File: src/rtl/pc_pkg.sv
// Shared constants and the pending-redirect state encoding for the PC generator.
package pc_pkg;

    typedef enum logic {
        IDLE = 1'b0,
        PEND = 1'b1
    } pend_state_t;

    localparam int          SHAMT_DEF     = 2;
    localparam logic [31:0] RESET_VEC_DEF = 32'h0000_3000;
    localparam logic [31:0] EXC_VEC_DEF   = 32'h0000_4180;

endpackage

File: src/rtl/pc_gen_branch_adder.sv
// Branch target: sign-extended, shifted offset added to the branch's PC+4.
module branch_adder #(
    parameter int WIDTH = 32,
    parameter int OFF_W = 16,
    parameter int SHAMT = 2
) (
    input  logic [WIDTH-1:0] br_pc4,
    input  logic [OFF_W-1:0] br_imm,
    output logic [WIDTH-1:0] target
);

    logic [WIDTH-1:0] imm_ext;

    assign imm_ext = {{(WIDTH-OFF_W){br_imm[OFF_W-1]}}, br_imm};
    assign target  = br_pc4 + (imm_ext << SHAMT);

endmodule

File: src/rtl/pc_gen.sv
// Program-counter register with redirect mux and a one-entry latch for
// redirects that arrive while fetch is stalled.
//
// state | meaning
// IDLE  | no redirect held; pc advances or follows a live redirect
// PEND  | a redirect arrived during stall; pend_q holds its target
module pc_gen
    import pc_pkg::*;
#(
    parameter int               WIDTH     = 32,
    parameter int               OFF_W     = 16,
    parameter int               J_W       = 26,
    parameter int               SHAMT     = SHAMT_DEF,
    parameter logic [WIDTH-1:0] RESET_VEC = RESET_VEC_DEF,
    parameter logic [WIDTH-1:0] EXC_VEC   = EXC_VEC_DEF
) (
    input  logic             clk,
    input  logic             reset,
    input  logic             stall,
    input  logic             br_taken,
    input  logic [WIDTH-1:0] br_pc4,
    input  logic [OFF_W-1:0] br_imm,
    input  logic             j_en,
    input  logic [J_W-1:0]   j_index,
    input  logic             jr_en,
    input  logic [WIDTH-1:0] jr_addr,
    input  logic             exc_en,
    output logic [WIDTH-1:0] pc,
    output logic [WIDTH-1:0] pc4,
    output logic             pending
);

    localparam logic [WIDTH-1:0] INC = WIDTH'(1) << SHAMT;

    pend_state_t      state;
    logic [WIDTH-1:0] pend_q;
    logic [WIDTH-1:0] br_target;
    logic [WIDTH-1:0] j_target;
    logic [WIDTH-1:0] sel_target;
    logic             redir;

    branch_adder #(
        .WIDTH (WIDTH),
        .OFF_W (OFF_W),
        .SHAMT (SHAMT)
    ) u_branch_adder (
        .br_pc4 (br_pc4),
        .br_imm (br_imm),
        .target (br_target)
    );

    assign j_target = {br_pc4[WIDTH-1:J_W+SHAMT], j_index, {SHAMT{1'b0}}};
    assign redir    = jr_en | j_en | br_taken;

    always_comb begin
        sel_target = br_target;
        if (jr_en)
            sel_target = jr_addr;
        else if (j_en)
            sel_target = j_target;
    end

    always_ff @(posedge clk) begin
        if (reset) begin
            pc     <= RESET_VEC;
            state  <= IDLE;
            pend_q <= '0;
        end else if (exc_en) begin
            pc     <= EXC_VEC;
            state  <= IDLE;
            pend_q <= '0;
        end else if (stall) begin
            // newest stalled redirect wins; pc is frozen either way
            if (redir) begin
                pend_q <= sel_target;
                state  <= PEND;
            end
        end else if (redir) begin
            pc    <= sel_target;
            state <= IDLE;
        end else if (state == PEND) begin
            pc    <= pend_q;
            state <= IDLE;
        end else begin
            pc <= pc4;
        end
    end

    assign pc4     = pc + INC;
    assign pending = (state == PEND);

endmodule
File: config.mk
export PLATFORM = sky130hd
export DESIGN_NAME = pc_gen
export DESIGN_NICKNAME = d
export VERILOG_FILES = /design/src/rtl/pc_pkg.sv /design/src/rtl/pc_gen_branch_adder.sv /design/src/rtl/pc_gen.sv
export SDC_FILE = /design/constraint.sdc
export NUM_CORES = 1
export LEC_CHECK = 0
export ABC_AREA = 0
export ABC_CLOCK_PERIOD_IN_PS = 3300
export BUFFER_PORTS_ARGS = -buffer_cell sky130_fd_sc_hd__buf_4
export CORE_MARGIN = 4
export CORE_UTILIZATION = 32
export CTS_BUF_LIST = sky130_fd_sc_hd__clkbuf_8
export CTS_CLUSTER_DIAMETER = 40
export CTS_CLUSTER_SIZE = 16
export DETAILED_ROUTE_END_ITERATION = 7
export PLACE_DENSITY = 0.56
export SLEW_MARGIN = 20
export SYNTH_ARGS = -nofsm -noshare
export SYNTH_HDL_FRONTEND = slang
export SYNTH_SLANG_ARGS = --single-unit
File: constraint.sdc
create_clock -name clk -period 3.3 [get_ports clk]
set_input_delay 0.66 -clock clk [delete_from_list [all_inputs] [get_ports clk]]
set_output_delay 0.66 -clock clk [all_outputs]
set_load 0.1 [all_outputs]
=== After elaboration in Yosys (flattened, before gate mapping) ===
Index checks and enable logic that the tools add are counted.

* Output and inout port bits: 65
* Register bits: 65
* Word-level logic and storage cells: 19
* Input port bits: 113

* Multiplexer cells: 6
* Add/sub/neg operators: 2
* Reductions and logical operators: 3
* Equality and inequality tests: 1
* Bitwise operators: 3

{| class="wikitable"
|+ Operator list
! operator !! number
|-
| 32-bit two-way mux || 4
|-
| 32-bit by 3-bit adder with 32-bit output (second input constant) || 1
|-
| 32-bit adder || 1
|-
| 15-bit two-way mux || 2
|-
| 3-bit OR reduction || 1
|-
| 2-bit by 1-bit inequality test with 1-bit output (second input constant) || 1
|-
| 1-bit bitwise OR || 2
|-
| 2-bit AND reduction || 1
|-
| 2-bit OR reduction || 1
|-
| 1-bit NOT || 1
|}

=== Depth between registers and ports, before layout ===
* Depth after elaboration: 6
* Depth in mapped cells: 12
* Gate-level depth less buffers: 12

=== Cells and area by module ===
Synthesis repeated with hierarchy kept, for this count alone.

* Cells, all modules: 878
* Area total of the unflattened synthesis: 6,391.1 um^2

{| class="wikitable"
|+ By module, submodules not included
! module !! cells each !! instances !! seq. area each (um^2) !! area an instance (um^2)
|-
| pc_gen || 604 || 1 || 1,301.2 || 4,484.3
|-
| branch_adder || 274 || 1 || 0.0 || 1,906.8
|}

=== Least setup slack after synthesis ===
No wires, ideal clock.

* Kind: register to register
* Start: register pc[9]
* End: register pc[27]
* Setup time: 0.069 ns
* Data required time: 3.231 ns
* Stages on the path, launching flop included: 10
* Path buffers: 0
* Data arrival time: 4.608 ns
* Path slack: -1.377 ns
* Period minus slack after synthesis: 4.677 ns
* Cell sequence: dfxtp_1 and4_4 nand4_2 nor4_4 nand4_1 xnor2_1 mux2i_1 a2111oi_0 a31oi_1 a21oi_2

* Word-level cells in the longest chain between the ends: 3

{| class="wikitable"
|+ RTL lines
! element !! line !! RTL
|-
| from (decl) || pc_gen.sv:28 || <nowiki>output logic [WIDTH-1:0] pc,</nowiki>
|-
| from (signal assigned) || pc_gen.sv:79 || <nowiki>pc <= sel_target;</nowiki>
|-
| from (signal assigned) || pc_gen.sv:82 || <nowiki>pc <= pend_q;</nowiki>
|-
| from (signal assigned) || pc_gen.sv:85 || <nowiki>pc <= pc4;</nowiki>
|-
| 32-bit by 3-bit adder with 32-bit output || pc_gen.sv:89 || <nowiki>assign pc4 = pc + INC;</nowiki>
|-
| named net pc4[27] || pc_gen.sv:29 || <nowiki>output logic [WIDTH-1:0] pc4,</nowiki>
|-
| 32-bit two-way mux || pc_gen.sv:81 || <nowiki>end else if (state == PEND) begin</nowiki>
|-
| 32-bit two-way mux || pc_gen.sv:78 || <nowiki>end else if (redir) begin</nowiki>
|}

The timed path passes the listed nets, and every way through them passes these cells.
A chain may end at the register's enable or synchronous reset.

=== Final worst setup path ===
* Start: register pc[6]
* End: output pc4[27]

* Word-level cells in the longest chain between the ends: 1

{| class="wikitable"
|+ RTL lines
! element !! line
|-
| 32-bit by 3-bit adder with 32-bit output || pc_gen.sv:89
|-
| to (decl) || pc_gen.sv:29
|}

Every way passes these cells.

==> flow_summary.yaml <==
status:
  run_status: "completed"
power_and_ir_drop:
  switching_share_pct: 43.12
  final_total_pwr_w: 0.002682
  switchingPower_w: 0.001156
  internal_power_w: 0.001525
  clock_power_share_pct: 21.3
  combinationalPowerShare_pct: 46.0
  worst_ir_drop_vdd_v: 0.0001839
  static-leakage-power_nw: 3.549
  power.sequential.fraction_pct: 32.7
  power.density_nw_per_um2: 330.1
route:
  total_number_of_vias: 6655
  drtPass1Iterations: 5
  initialDrtViolationCount: 451
  postRouteAntennaNets: 0
  avgRoutedWirePerCell_microns: 18.40
  drc: 0
  vias_per_cell: 5.477
  finalWirelength_microns: 22360
final_layout:
  multi_input_area_sq_um: 4538
  register_area_sq_um: 1324
  antenna_cells_inserted: 0
  drive_gt1_share_pct: 31.14
  post_route_non_filler_standard_cell_count: 1215
  fillCellCount: 1899
  final_stage_net_count: 1125
  synthToLayoutAreaGrowth_pct: 37.75
timing:
  clock_skew_ps: 10.68
  grt_setup_unrepaired: "false"
  min_period_ps: 3153
  tns_ps: 0
  finalCritPeriodShare_pct: 95.56
  report.final.setup_viol: 0
  report.final.slew_viol_count: 0
  final-hold-violation-count: 0
  timing.final.ws_setup_ps: 146.7
  fmax_mhz: 317.1
  hold_slack_ps: 458.9
  slew_headroom_pct: 45.50
  worstMarginPinSlew_ps: 817.5
floorplanning:
  initial_utilization_pct: 32.72
  chip_height_microns: 143.8
  row_count: 49
  total_die_area_sq_um: 20660
  dieWidth_microns: 143.8
  core_area_sq_um: 18020
  num_io_pins: 178
critical_path:
  crit_path_start: "pc[6]$_SDFFE_PP0N_"
  cp-end-kind: "output port"
  critical_path.max_fanout: 6
  worstReg2RegStart: "pc[6]$_SDFFE_PP0N_"
  crit_path_start_kind: "flop"
  arrival_ps: 2490
  r2r.worst_path.cells: 10
  criticalPathCategory: "flop to output port"
  worstPathRequired_ps: 2640
logic_synthesis:
  top_cells_by_area_synth: "sky130_fd_sc_hd__dfxtp_1, sky130_fd_sc_hd__a21oi_1, sky130_fd_sc_hd__ha_1"
  fraction_of_synthesis_flops_using_an_asynchronous_set_or_reset_pin_pct: 0
  synth_warnings: 0
  ys_seq_elements: 65
  library_cells_used_by_synthesis: 75
  syn_nets: 945
  synth_area_per_cell_sq_um: 7.362
  top_flip_flop_cell_by_instance_count_after_synthesis: "sky130_fd_sc_hd__dfxtp_1"
  synthesis.area_sq_um: 5897
  yosys.area.top_type_share_pct: 22.07
  synth_seq_area_share_pct: 22.07
  synth-edff-count: 0
  post_synth_inst_count: 801
  synth_top_area_cell: "sky130_fd_sc_hd__dfxtp_1"
grt:
  antenna_found_initial: 1
  grt_overflow: 0
  first_global_vias: 5925
  gr-usage-all-layers_pct: 20.84
  wire_length_of_the_first_global_routing_pass_microns: 33880
  grt_util_met2_pct: 31.55
  met1_usage_pct: 31.18
  gr-max-usage-layer: "met2"
  grt_util_met3_pct: 2.862
  maximum_number_of_pins_on_one_net_before_global_route_repair: 50
clock_tree:
  ctsLongestPathBuffers: 2
  path_clk_slew_ps: 80
  tritoncts: "done"
  numClockSinks: 65
  cts_inserted_buffers: 9
  clock_tree.htree_level_count: 3
  worstSkewPairLatency_ps: 350
  cts_root_buf: "sky130_fd_sc_hd__clkbuf_8"
worst_hold_path:
  timing.hold.worst.start: "pend_q[16]$_SDFFE_PP0P_"
  hold-path-cell-count: 2
  min_path_type: "flop to flop"
placement:
  portBuffers: 177
  dp_hpwl_microns: 17410
  routabilityCongestion: 0.9236
  preCtsSetupSlack_ps: 5.837
  place_inst: 1197
job:
  count_of_max_cap_constraint_violations: 0
-- path summary, 6_finish.rpt --
| path | end | slack (ps) |
|---|---|---|
| setup / recovery | pc4[27] | 150 |
| hold / removal | pend_q[16]$_SDFFE_PP0P_ | 460 |
| setup reg to reg | pc[27]$_SDFFE_PP0N_ | 620 |
| hold reg to reg | pend_q[16]$_SDFFE_PP0P_ | 460 |
-- power by group through the flow --
| stage | clock network [W] | logic (W) | registers (W) |
|---|---|---|---|
| after global routing | 0.000619 | 0.00132 | 0.000884 |
| final | 0.000571 | 0.00123 | 0.000878 |
| after CTS | 0.000587 | 0.00123 | 0.000878 |
| after detailed placement | 0 | 0.00123 | 0.000896 |
| after floorplan | 0 | 0.000686 | 0.00103 |
| after global placement | 0 | 0.00123 | 0.000895 |
-- metal layers --
metal | routed length (microns) | up-vias
met5 | 20 | -
met4 | 288 | 2
met3 | 1324 | 21
met2 | 9921 | 232
met1 | 10810 | 3094
li1 | - | 3306
-- per-stage QoR --
stage	util (%)	instance area, sq um
after detailed placement	44.04	7938
after global placement	44.04	7938
after CTS	44.95	8102
after global routing	45.06	8123
after floorplan	-	6211
final	45.06	8123
-- what timing repair did --
| action | 4_1_cts | 5_1_grt |
|---|---|---|
| endpoints found under the setup margin | 3 | 5 |
| hold endpoints to repair | 0 | 0 |
| buffers inserted | 1 | 1 |
| pin swaps | 1 | 1 |
| resized for setup | 0 | 5 |
| hold buffers | 0 | 0 |
-- area by class of cell --
type / count / area share, %
Sequential cell: 65 / 16.30
Inverter: 28 / 1.294
Multi-Input combinational cell: 651 / 55.87
Tap cell: 229 / 3.527
Clock buffer: 9 / 1.525
Clock inverter: 7 / 0.4005
Timing Repair Buffer: 226 / 21.09
-- state kept, by name, indices dropped and copies added (netlist names), named ones only --
name     cells
pending      1
pend_q      32
pc          30
-- Yosys cell counts, types with 4 or more instances --
library cell and number:
sky130_fd_sc_hd__dfxtp_1 65, sky130_fd_sc_hd__or3_1 10, sky130_fd_sc_hd__o311a_1 4, sky130_fd_sc_hd__nand4_1 14
sky130_fd_sc_hd__a21oi_1 77, sky130_fd_sc_hd__ha_1 30, sky130_fd_sc_hd__and2_1 8, sky130_fd_sc_hd__a22oi_1 7
sky130_fd_sc_hd__nor3_1 18, sky130_fd_sc_hd__xnor2_1 27, sky130_fd_sc_hd__a31oi_1 13, sky130_fd_sc_hd__xor2_1 15
sky130_fd_sc_hd__o31ai_1 5, sky130_fd_sc_hd__and4_1 4, sky130_fd_sc_hd__nor2b_1 6, sky130_fd_sc_hd__a211o_1 5
sky130_fd_sc_hd__o211ai_1 18, sky130_fd_sc_hd__inv_1 28, sky130_fd_sc_hd__and3_1 9, sky130_fd_sc_hd__a21o_1 10
sky130_fd_sc_hd__o21a_1 11, sky130_fd_sc_hd__o21ai_0 48, sky130_fd_sc_hd__mux2_2 4, sky130_fd_sc_hd__buf_4 7
sky130_fd_sc_hd__nor2_1 87, sky130_fd_sc_hd__nand2_1 70, sky130_fd_sc_hd__o22ai_1 4, sky130_fd_sc_hd__a21oi_2 4
sky130_fd_sc_hd__clkbuf_1 44, sky130_fd_sc_hd__nand2b_1 14, sky130_fd_sc_hd__a211oi_1 13, sky130_fd_sc_hd__mux2i_1 22
sky130_fd_sc_hd__nand3_1 27
-- kinds of logic after synthesis --
kind of cell,synth area share [%]
adder cells (fa/ha/maj),6.705
XOR/XNOR,6.238
multiplexers,4.498
buffers and inverters,6.153
AO/OA/AOI/OAI,30.51
flip-flops,22.07
AND/OR/NAND/NOR,23.83
-- layout by cell type, fill, tap and decap left out, types with 8 or more instances in the layout --
master	netlist	final
sky130_fd_sc_hd__buf_4	7	224
sky130_fd_sc_hd__nor2_1	87	82
sky130_fd_sc_hd__a21oi_1	77	77
sky130_fd_sc_hd__nand2_1	70	70
sky130_fd_sc_hd__o21ai_0	48	48
sky130_fd_sc_hd__dfxtp_1	65	47
sky130_fd_sc_hd__inv_1	28	32
sky130_fd_sc_hd__ha_1	30	30
sky130_fd_sc_hd__nand3_1	27	27
sky130_fd_sc_hd__mux2i_1	22	22
sky130_fd_sc_hd__nor3_1	18	18
sky130_fd_sc_hd__o211ai_1	18	18
sky130_fd_sc_hd__dfxtp_2	0	18
sky130_fd_sc_hd__nand4_1	14	14
sky130_fd_sc_hd__nand2b_1	14	14
sky130_fd_sc_hd__a31oi_1	13	13
sky130_fd_sc_hd__a211oi_1	13	13
sky130_fd_sc_hd__xnor2_2	0	12
sky130_fd_sc_hd__o21a_1	11	11
sky130_fd_sc_hd__or3_1	10	10
sky130_fd_sc_hd__a21o_1	10	10
sky130_fd_sc_hd__and3_1	9	9
sky130_fd_sc_hd__xor2_1	15	9
sky130_fd_sc_hd__xnor2_1	27	9
sky130_fd_sc_hd__clkbuf_8	0	9
sky130_fd_sc_hd__and2_1	8	8
-- worst max-delay path: stages, from the launching register on --
cell,delay [ps]
sky130_fd_sc_hd__dfxtp_2,400
sky130_fd_sc_hd__and4_1,290
sky130_fd_sc_hd__nand4_4,190
sky130_fd_sc_hd__nor4_4,300
sky130_fd_sc_hd__buf_4,200
sky130_fd_sc_hd__nand4_1,230
sky130_fd_sc_hd__xnor2_4,270
sky130_fd_sc_hd__buf_6,260
No activity file was read; power rests on OpenSTA's default activity.
